**src/rtl/accum_sequencer.sv**
```systemverilog
// accum_sequencer: accepts a job of `len` unsigned operands over a
// valid/ready stream, sums them modulo 2^N with a sticky overflow flag,
// and presents the result on a valid/ready output until it is taken.
module accum_sequencer #(
    parameter int N     = 4,
    parameter int CNT_W = 8
) (
    input  logic             clk,
    input  logic             rst,
    input  logic             start,
    input  logic [CNT_W-1:0] len,
    input  logic             in_valid,
    input  logic [N-1:0]     in_data,
    output logic             in_ready,
    output logic             out_valid,
    input  logic             out_ready,
    output logic [N-1:0]     out_sum,
    output logic             out_carry,
    output logic             busy
);

    typedef enum logic [1:0] {
        IDLE  = 2'd0,
        ACCUM = 2'd1,
        HOLD  = 2'd2
    } state_t;

    localparam logic [CNT_W-1:0] CNT_ZERO = {CNT_W{1'b0}};
    localparam logic [CNT_W-1:0] CNT_ONE  = CNT_W'(1'b1);
    localparam logic [N-1:0]     SUM_ZERO = {N{1'b0}};

    state_t           state_r;
    state_t           state_nxt_s;
    logic [N-1:0]     acc_r;
    logic [N-1:0]     acc_nxt_s;
    logic             sticky_r;
    logic             sticky_nxt_s;
    logic [CNT_W-1:0] rem_r;
    logic [CNT_W-1:0] rem_nxt_s;
    logic [N-1:0]     out_sum_r;
    logic [N-1:0]     out_sum_nxt_s;
    logic             out_carry_r;
    logic             out_carry_nxt_s;
    logic [N:0]       sum_s;

    // Adder with carry-in tied low; bit N is the carry out of bit N-1.
    assign sum_s = {1'b0, acc_r} + {1'b0, in_data};

    // Next-state and datapath update; every register holds by default.
    always_comb begin
        state_nxt_s     = state_r;
        acc_nxt_s       = acc_r;
        sticky_nxt_s    = sticky_r;
        rem_nxt_s       = rem_r;
        out_sum_nxt_s   = out_sum_r;
        out_carry_nxt_s = out_carry_r;
        case (state_r)
            IDLE: begin
                if (start) begin
                    acc_nxt_s    = SUM_ZERO;
                    sticky_nxt_s = 1'b0;
                    if (len != CNT_ZERO) begin
                        rem_nxt_s   = len;
                        state_nxt_s = ACCUM;
                    end else begin
                        // Empty job: the result is known now, publish it.
                        rem_nxt_s       = CNT_ZERO;
                        out_sum_nxt_s   = SUM_ZERO;
                        out_carry_nxt_s = 1'b0;
                        state_nxt_s     = HOLD;
                    end
                end else begin
                    state_nxt_s = IDLE;
                end
            end
            ACCUM: begin
                if (in_valid) begin
                    acc_nxt_s    = sum_s[N-1:0];
                    sticky_nxt_s = sticky_r | sum_s[N];
                    rem_nxt_s    = rem_r - CNT_ONE;
                    if (rem_r == CNT_ONE) begin
                        // Last beat: result registers load together with acc
                        // so out_valid rises with no bubble.
                        out_sum_nxt_s   = sum_s[N-1:0];
                        out_carry_nxt_s = sticky_r | sum_s[N];
                        state_nxt_s     = HOLD;
                    end else begin
                        state_nxt_s = ACCUM;
                    end
                end else begin
                    state_nxt_s = ACCUM;
                end
            end
            HOLD: begin
                if (out_ready) begin
                    state_nxt_s = IDLE;
                end else begin
                    state_nxt_s = HOLD;
                end
            end
            default: begin
                state_nxt_s = IDLE;
            end
        endcase
    end

    // State register; reset wins over every other update.
    always_ff @(posedge clk) begin
        if (rst) begin
            state_r <= IDLE;
        end else begin
            state_r <= state_nxt_s;
        end
    end

    // Accumulator, sticky carry, beat counter and published result registers.
    always_ff @(posedge clk) begin
        if (rst) begin
            acc_r       <= SUM_ZERO;
            sticky_r    <= 1'b0;
            rem_r       <= CNT_ZERO;
            out_sum_r   <= SUM_ZERO;
            out_carry_r <= 1'b0;
        end else begin
            acc_r       <= acc_nxt_s;
            sticky_r    <= sticky_nxt_s;
            rem_r       <= rem_nxt_s;
            out_sum_r   <= out_sum_nxt_s;
            out_carry_r <= out_carry_nxt_s;
        end
    end

    // Handshake flags decode from the state register alone.
    assign in_ready  = (state_r == ACCUM);
    assign out_valid = (state_r == HOLD);
    assign busy      = (state_r != IDLE);
    assign out_sum   = out_sum_r;
    assign out_carry = out_carry_r;

endmodule

```
**config.mk**
```make
export PLATFORM = sky130hd
export DESIGN_NAME = accum_sequencer
export DESIGN_NICKNAME = d
export VERILOG_FILES = /design/src/rtl/accum_sequencer.sv
export SDC_FILE = /design/constraint.sdc
export NUM_CORES = 1
export LEC_CHECK = 0
export CAP_MARGIN = 10
export CORE_MARGIN = 3
export CORE_UTILIZATION = 35
export DETAILED_ROUTE_END_ITERATION = 8
export HOLD_SLACK_MARGIN = 0.05
export PLACE_DENSITY = 0.7
export SLEW_MARGIN = 20
export SYNTH_ARGS = -nofsm -noshare
export SYNTH_HDL_FRONTEND = slang
export SYNTH_SLANG_ARGS = --single-unit
```
**constraint.sdc**
```tcl
create_clock -name clk -period 2.6 [get_ports clk]
set_input_delay 0.26 -clock clk [delete_from_list [all_inputs] [get_ports clk]]
set_output_delay 0.26 -clock clk [all_outputs]
set_load 0.005 [all_outputs]
```
Yosys cells after proc, flatten, opt, wreduce, memory -nomap -nowiden
Index checks and enable logic that the tools add are counted.

word-level totals
  flip-flop bits (word level) = 20
  output and inout port bits = 8
  logic and storage cells = 48

operators by class
  reduce and logical (&&, ||, !) cells = 6
  add/subtract/negate cells = 2
  multiplexer cells = 26
  eq/ne operators = 7
  bitwise logic cells = 1

operators by type and width
  kind                                                                 number
  4-bit 2-to-1 mux                                                     6
  8-bit 2-to-1 mux                                                     3
  4-bit case mux with 2 select lines                                   2
  8-bit case mux with 2 select lines                                   1
  2-bit 2-to-1 mux                                                     5
  8-bit by 1-bit == test with 1-bit output (second input constant)     1
  8-bit nonzero test                                                   1
  8-bit by 1-bit subtractor with 8-bit output (second input constant)  1
  1-bit 2-to-1 mux                                                     6
  2-bit != test (second input constant)                                3
  2-bit case mux with 3 select lines                                   1
  4-bit by 4-bit adder with 5-bit output                               1
  5-bit AND reduction                                                  1
  1-bit case mux with 2 select lines                                   2
  2-bit nonzero test                                                   2
  3-bit AND reduction                                                  1
  2-bit by 1-bit == test with 1-bit output (second input constant)     1
  2-bit == test (second input constant)                                1
  2-bit logical NOT                                                    1
  2-bit by 1-bit != test with 1-bit output (second input constant)     1
  1-bit OR                                                             1

Logic depth before layout (Yosys ltp)
Gate-level depths: netlist (run 1).

  depth after elaboration = 5
  gate-level depth with buffers = 7
  gate-level depth less buffers = 7

Worst setup path after synthesis (run 1)
OpenSTA, ideal clock, no wires.

  path kind = reg-to-reg
  start point = reg acc_r[0]
  end point = reg out_carry_r (netlist: out_carry)
  path buffers = 0
  data arrival time = 1.551 ns
  cell stages (with the launch flop) = 8
  path slack = 0.978 ns
  clock period less this slack = 1.622 ns
  path through = dfxtp_1 -> ha_1 -> inv_1 -> fa_1 -> nand2b_1 -> a311oi_1 -> o21ai_0 -> a21oi_1

on the way
  word-level cells in the longest chain between the ends = 5

RTL lines
  what                                    RTL line  text
  start: declaration                      34        logic [N-1:0] acc_r;
  start signal: assignment                125       acc_r <= acc_nxt_s;
  4-bit by 4-bit adder with 5-bit output  47        assign sum_s = {1'b0, acc_r} + {1'b0, in_data};
  1-bit OR                                85        out_carry_nxt_s = sticky_r | sum_s[N];
  1-bit 2-to-1 mux                        81        if (rem_r == CNT_ONE) begin
  1-bit 2-to-1 mux                        77        if (in_valid) begin
  1-bit case mux with 2 select lines      57        case (state_r)
  end signal: assignment                  129       out_carry_r <= out_carry_nxt_s;
  end: declaration                        42        logic out_carry_r;

Every way passes these cells. The select of a mux whose other input is x is not followed.
A chain may end at the register's enable or synchronous reset.

Worst setup path in the final report (run 1)
  start point = reg state_r[0]
  end point = out in_ready

on the way
  word-level cells in the longest chain between the ends = 1

RTL lines
  what                                      RTL line  text
  start: declaration                        32        state_t state_r;
  start signal: assignment                  112       state_r <= state_nxt_s;
  2-bit by 1-bit == test with 1-bit output  134       assign in_ready = (state_r == ACCUM);
  end: declaration                          14        output logic in_ready,

Every way passes these cells.

==> run metrics, run 1 <==
asr flop ratio synth=0%; H-tree depth=1; FP Rows=21; Synth Area in Adders=under 10%; final wirelength=3460 um; pre-CTS setup slack=0.438 ns; post-synth cell types=44; dominant synthesized flop cell=dfxtp_1; Post-Syn Area per Cell=8.36 sq um; total clock sinks=20; Worst Hold Slack=~0.47 ns; met2 usage=25.1%; initial antenna violation count=0; Max-cap violations=0; DP HPWL=2530 um; busiest grt layer=met2; Peak Freq=519 MHz; # resized after CTS=0; Die Height=66.7 um; Seq/Total Area, Yosys=31.1%; area grow syn2layout=24.4%; Max transition margin=a little over 60%; Synth Area in Compound Gates=25.6%; vias in the first global route=1,212; peak fanout along the critical path=16; Clk pwr share=between 20 and 30%; IO Pins=25; fin. max-slew vios=0; Comb power frac=29.3%; starting density of the core=37.4%; ratio of cells with drive above 1 in the final layout=roughly 12%; P_int=about 0.00057 W; Crit Path Class=reg2out; setup TNS=0 ns; crit share post-route=74.2%; critical path arrival=approximately 1.7 ns; Startpoint Class=register; drt via density=5.53; net switching power=0.000285 W; simple-gate share of the synthesized area=a little over a quarter; worst-skew pair later-pin latency=0.27 ns; area taken by multi-input logic gates=792 sq um; Longest Clk Path Bufs=2; Overflow after GRT=0; met3 Resource Use GR=2.70%; worst vdd ir=between 0.2 and 0.25 mV; filler instances=340; FF/Latch Area=400 sq um; Chip Width=around 67 um; hold crit path type=reg2reg; PwrDens=roughly 540 nW/um^2; gr usage total=17.2%; Clock transition at path regs=0.08 ns; Post-synth EDFFs=0; clk_skew=0.00399 ns; outcome=completed; Clock Tree Root=clkbuf_8; first-pass GRT wire length=5730 um; largest net degree at the start of global routing=18; TritonCTS clock tree=yes; ant diodes=0; residual DRC count=0; Layout Nets=202; largest family of logic cells by synthesized area=simple AND/OR/NAND/NOR gates; syn nets=178; die area=4440 sq um; CORE AREA=3440 sq um; initial DRC count=110; sw frac=33.2%; Post-CTS Setup Bufs=0; crit path capture type=primary output; WL per Instance=15.5 um; Routed Antenna Nets=0; YS warnings=0; Synth Area in XOR/XNOR=less than 1%; Buffers on Ports=24; RSZ-0062 raised after global routing=no; Flop pwr share=approximately two fifths; drt first pass iters=4; most frequent cells in the layout=clkdlybuf4s50_1 (24), dfxtp_1 (20), a21oi_1 (17); most common cell after layout, fill and taps aside=clkdlybuf4s50_1; P_leak=between 0.5 and 0.6 nW; post-synthesis mux area share=1.55%; routability cong.=about 0.87; count of mapped cells out of synthesis=between 150 and 200; Tmin final=1.93 ns; GR Layer Usage met1=23.8%; mapped cell area=1290 sq um; clock buffer count from CTS=3; post-synthesis register bit count=20; Vias=1,233; final setup fails=0; Data required, critical path=approximately 2.3 ns; Worst-Margin Slew=0.577 ns; Post-CTS Hold Buffers=0; min setup slack post-route=0.671 ns; final hold violations=0
## layout make-up
cell class	instances	share of cell area, %
inverter	11	2.58
multi-input combinational	116	49.5
sequential	20	25.0
timing repair buffer	26	15.9
tap	46	3.59
clock buffer	4	3.44
## path summary, 6_finish.rpt
kind | startpoint | end | slack (ns) | cells past startpoint
min | acc_r[0] | acc_r[0] | 0.47 | 2
max reg2reg | acc_r[0] | out_sum[2] | 0.83 | 7
max | state_r[0] | in_ready | 0.67 | 3
min reg2reg | acc_r[0] | acc_r[0] | 0.47 | 2
## flip-flops by register name, summed over array words and instances (netlist names)
register   count
acc_r          4
out_carry      1
rem_r          8
out_sum        4
sticky_r       1
state_r        2
## metal layers
layer	share of wire [%]	vias up
met5	0	-
met1	45	561
met3	6.2	10
met2	46	47
li1	-	615
met4	3.0	0
## cells by family after synthesis
group | after synthesis
buffers and inverters | 18
DFF | 20
xor gates and xnor gates | 1
muxes | 2
adders and majority gates | 7
and+or+nand+nor | 59
AOI/OAI and AO/OA | 47
## cells in the mapped netlist, drive strengths merged (3+ instances only)
cell | n | share of area [%]
dfxtp | 20 | 31
a21oi | 17 | 6.6
nand2 | 15 | 4.4
nor2 | 12 | 3.7
inv | 11 | 3.2
o21ai | 10 | 4.5
nor3 | 7 | 3.6
ha | 6 | 5.8
buf | 5 | 3.6
nand3 | 5 | 1.9
nand4 | 5 | 2.4
a21o | 3 | 2.0
nand2b | 3 | 1.5
## per-stage QoR
stage	cells	utilization [%]	total power, W	instance area (sq um)
finish	223	46.5	0.000857	1600
global route	223	46.5	0.000908	1600
CTS	223	46.5	0.000861	1600
detailed placement	219	44.9	0.000612	1550
global placement	219	44.9	0.000602	1550
floorplan	154	-	0.000536	1290
## power by group through the flow
stage	sequential, W	combinational, W	clock, W
6_report	0.000357	0.000251	0.000249
5_1_grt	0.000360	0.000279	0.000269
4_1_cts	0.000356	0.000251	0.000254
3_5_place_dp	0.000363	0.000249	0
3_3_place_gp	0.000361	0.000241	0
2_1_floorplan	0.000356	0.000180	0
## critical path, cell delays in order (launching register included)
cell and delay [ns]:
dfxtp_1 0.46, nand2b_1 0.13, inv_2 0.25, clkdlybuf4s50_1 0.56
(Power assumes the default switching activity.)
==> inputs of run 2 (changes only) <==
- PLACE_DENSITY: 0.7 -> 0.72
- clock period: 2.6 -> 1.65 ns (I/O delays scaled with it)
==> run 2 against run 1 <==
- non-clock buffer count rose by 25
- cell count up 11%
- worst setup slack got worse by 0.66 ns
- largest cell class unchanged
- global-route usage down 0.20 points
- routed wire length down 1.6%
- clock skew fell by 0.0012 ns
==> run metrics, run 2 (synthesis gave the netlist of run 1 again) <==
crit path to=out_sum[2]; Critical Path Max Stage Delay=~0.36 ns; Largest delay share family, worst path=adder cells; Critical Path Source=acc_r[0]; worst vdd ir=0.526 mV; Routed Antenna Nets=0; largest net degree at the start of global routing=18; Post-CTS Hold Buffers=0; DP HPWL=approximately 2500 um; fin. max-slew vios=0; Chip Width=66.7 um; TritonCTS clock tree=yes; Startpoint Class=register; final wirelength=3400 um; critical path arrival=1.79 ns; drt via density=5.22; Longest Clk Path Bufs=2; initial antenna violation count=0; Vias=1,295; P_leak=0.711 nW; RSZ-0062 raised after global routing=yes; Tmin final=1.64 ns; final setup fails=0; min setup slack post-route=0.00901 ns; FF-to-FF setup slack=0.009 ns; most common cell after layout, fill and taps aside=buf_4; first-pass GRT wire length=5800 um; r2r startpoint=acc_r[0]; CP Cell Sequence=ha_4 > inv_2 > fa_2 > xor2_1 > nor2_1 > a2111oi_2 > nor3_1; FF-to-FF End=out_sum[2]; area grow syn2layout=44.8%; Critical-path top delay cell=dfxtp_2; filler instances=311; residual DRC count=0; H-tree depth=1; Overflow after GRT=0; Bufs and invs on worst path=1; ant diodes=0; worst-skew pair later-pin latency=0.26 ns; crit path capture type=register; Die Height=~67 um; worst reg2reg path depth=7; Crit Path Class=reg2reg; IO Pins=25; Buffers on Ports=24; vias in the first global route=1,246; Clock Tree Root=clkbuf_8; final non-filler cell total=248; Peak Freq=609 MHz; gr usage total=17.0%; final hold violations=0; pre-CTS setup slack=-0.416 ns; hold crit path type=in2reg; die area=4440 sq um; routability cong.=0.838; outcome=completed; post-route cell area=1860 sq um; cell count along the critical path=7; Area after DPL=1730 sq um; Max transition margin=79.3%; largest reg by FF count=rem_r; drt first pass iters=4; initial DRC count=75; peak fanout along the critical path=2; WL per Instance=13.7 um; clock buffer count from CTS=3; crit share post-route=between 90% and 100%; ratio of cells with drive above 1 in the final layout=27.2%; PwrDens=837 nW/um^2; Clock transition at path regs=around 0.080 ns; FP Rows=21; Data required, critical path=1.80 ns; most frequent cells in the layout=buf_4 (26), clkdlybuf4s50_1 (23), a21oi_1 (17), dfxtp_1 (17), nand2_1 (15); clk_skew=0.00278 ns; final core occ=a little over half; WHS Path Cells=4; Worst-Margin Slew=~0.31 ns; DP Cell Count=242; CORE AREA=approximately 3400 sq um; Max-cap violations=0; starting density of the core=37.4%; Largest register FFs=8; total clock sinks=20; Layout Nets=227
[run 2: area by class of cell]
cell class	instances	area (sq um)	share of cell area, %
clock buffer	3	41.3	2.21
clock inverter	1	30.0	1.61
inverter	11	43.8	2.35
multi-input combinational	116	830	44.5
sequential	20	404	21.7
tap	46	57.6	3.09
timing repair buffer	51	458	24.6
[run 2: worst register-to-register path: stages (launching register included)]
cell,delay [ns]
dfxtp_2,0.36
ha_4,0.14
inv_2,0.04
fa_2,0.35
xor2_1,0.14
nor2_1,0.08
a2111oi_2,0.35
nor3_1,0.08
[run 2: per-stage QoR]
stage	setup TNS, ns	power, W	hold WS, ns
4_1_cts	0	0.00155	0.465
2_1_floorplan	0	0.000845	0.342
3_3_place_gp	-1.52	0.00103	0.452
5_1_grt	-0.274	0.00163	0.399
3_5_place_dp	-1.70	0.00103	0.454
6_report	0	0.00156	0.373
[run 2: power breakdown]
| group | switching (W) | leakage [nW] | internal (W) |
|---|---|---|---|
| combinational | 0.000241 | 0.510 | 0.000248 |
| clock | 0.000181 | 0.0357 | 0.000324 |
| sequential | 0.0000470 | 0.164 | 0.000519 |
[run 2: timing repair]
item                                    4_1_cts  5_1_grt
setup buffers                                 1        1
pin swaps                                     2        6
resized for setup                             7        7
endpoints found under the setup margin        5        5
hold endpoints to repair                      0        0
[run 2: worst min-delay path by stage]
stage	endpoint	startpoint
floorplan	acc_r[3]	in_valid
global placement	acc_r[3]	acc_r[3]
detailed placement	acc_r[2]	acc_r[2]
CTS	acc_r[2]	acc_r[2]
global route	acc_r[0]	in_data[0]
finish	acc_r[0]	in_data[0]
[run 2: layer usage]
layer  part of all wire (%)  vias to the layer above  track usage (%)
met3                    5.4                        5             2.70
li1                       -                      666                -
met4                    1.1                        0             4.57
met2                     44                       39             26.1
met1                     50                      585             24.4
met5                      0                        -                0
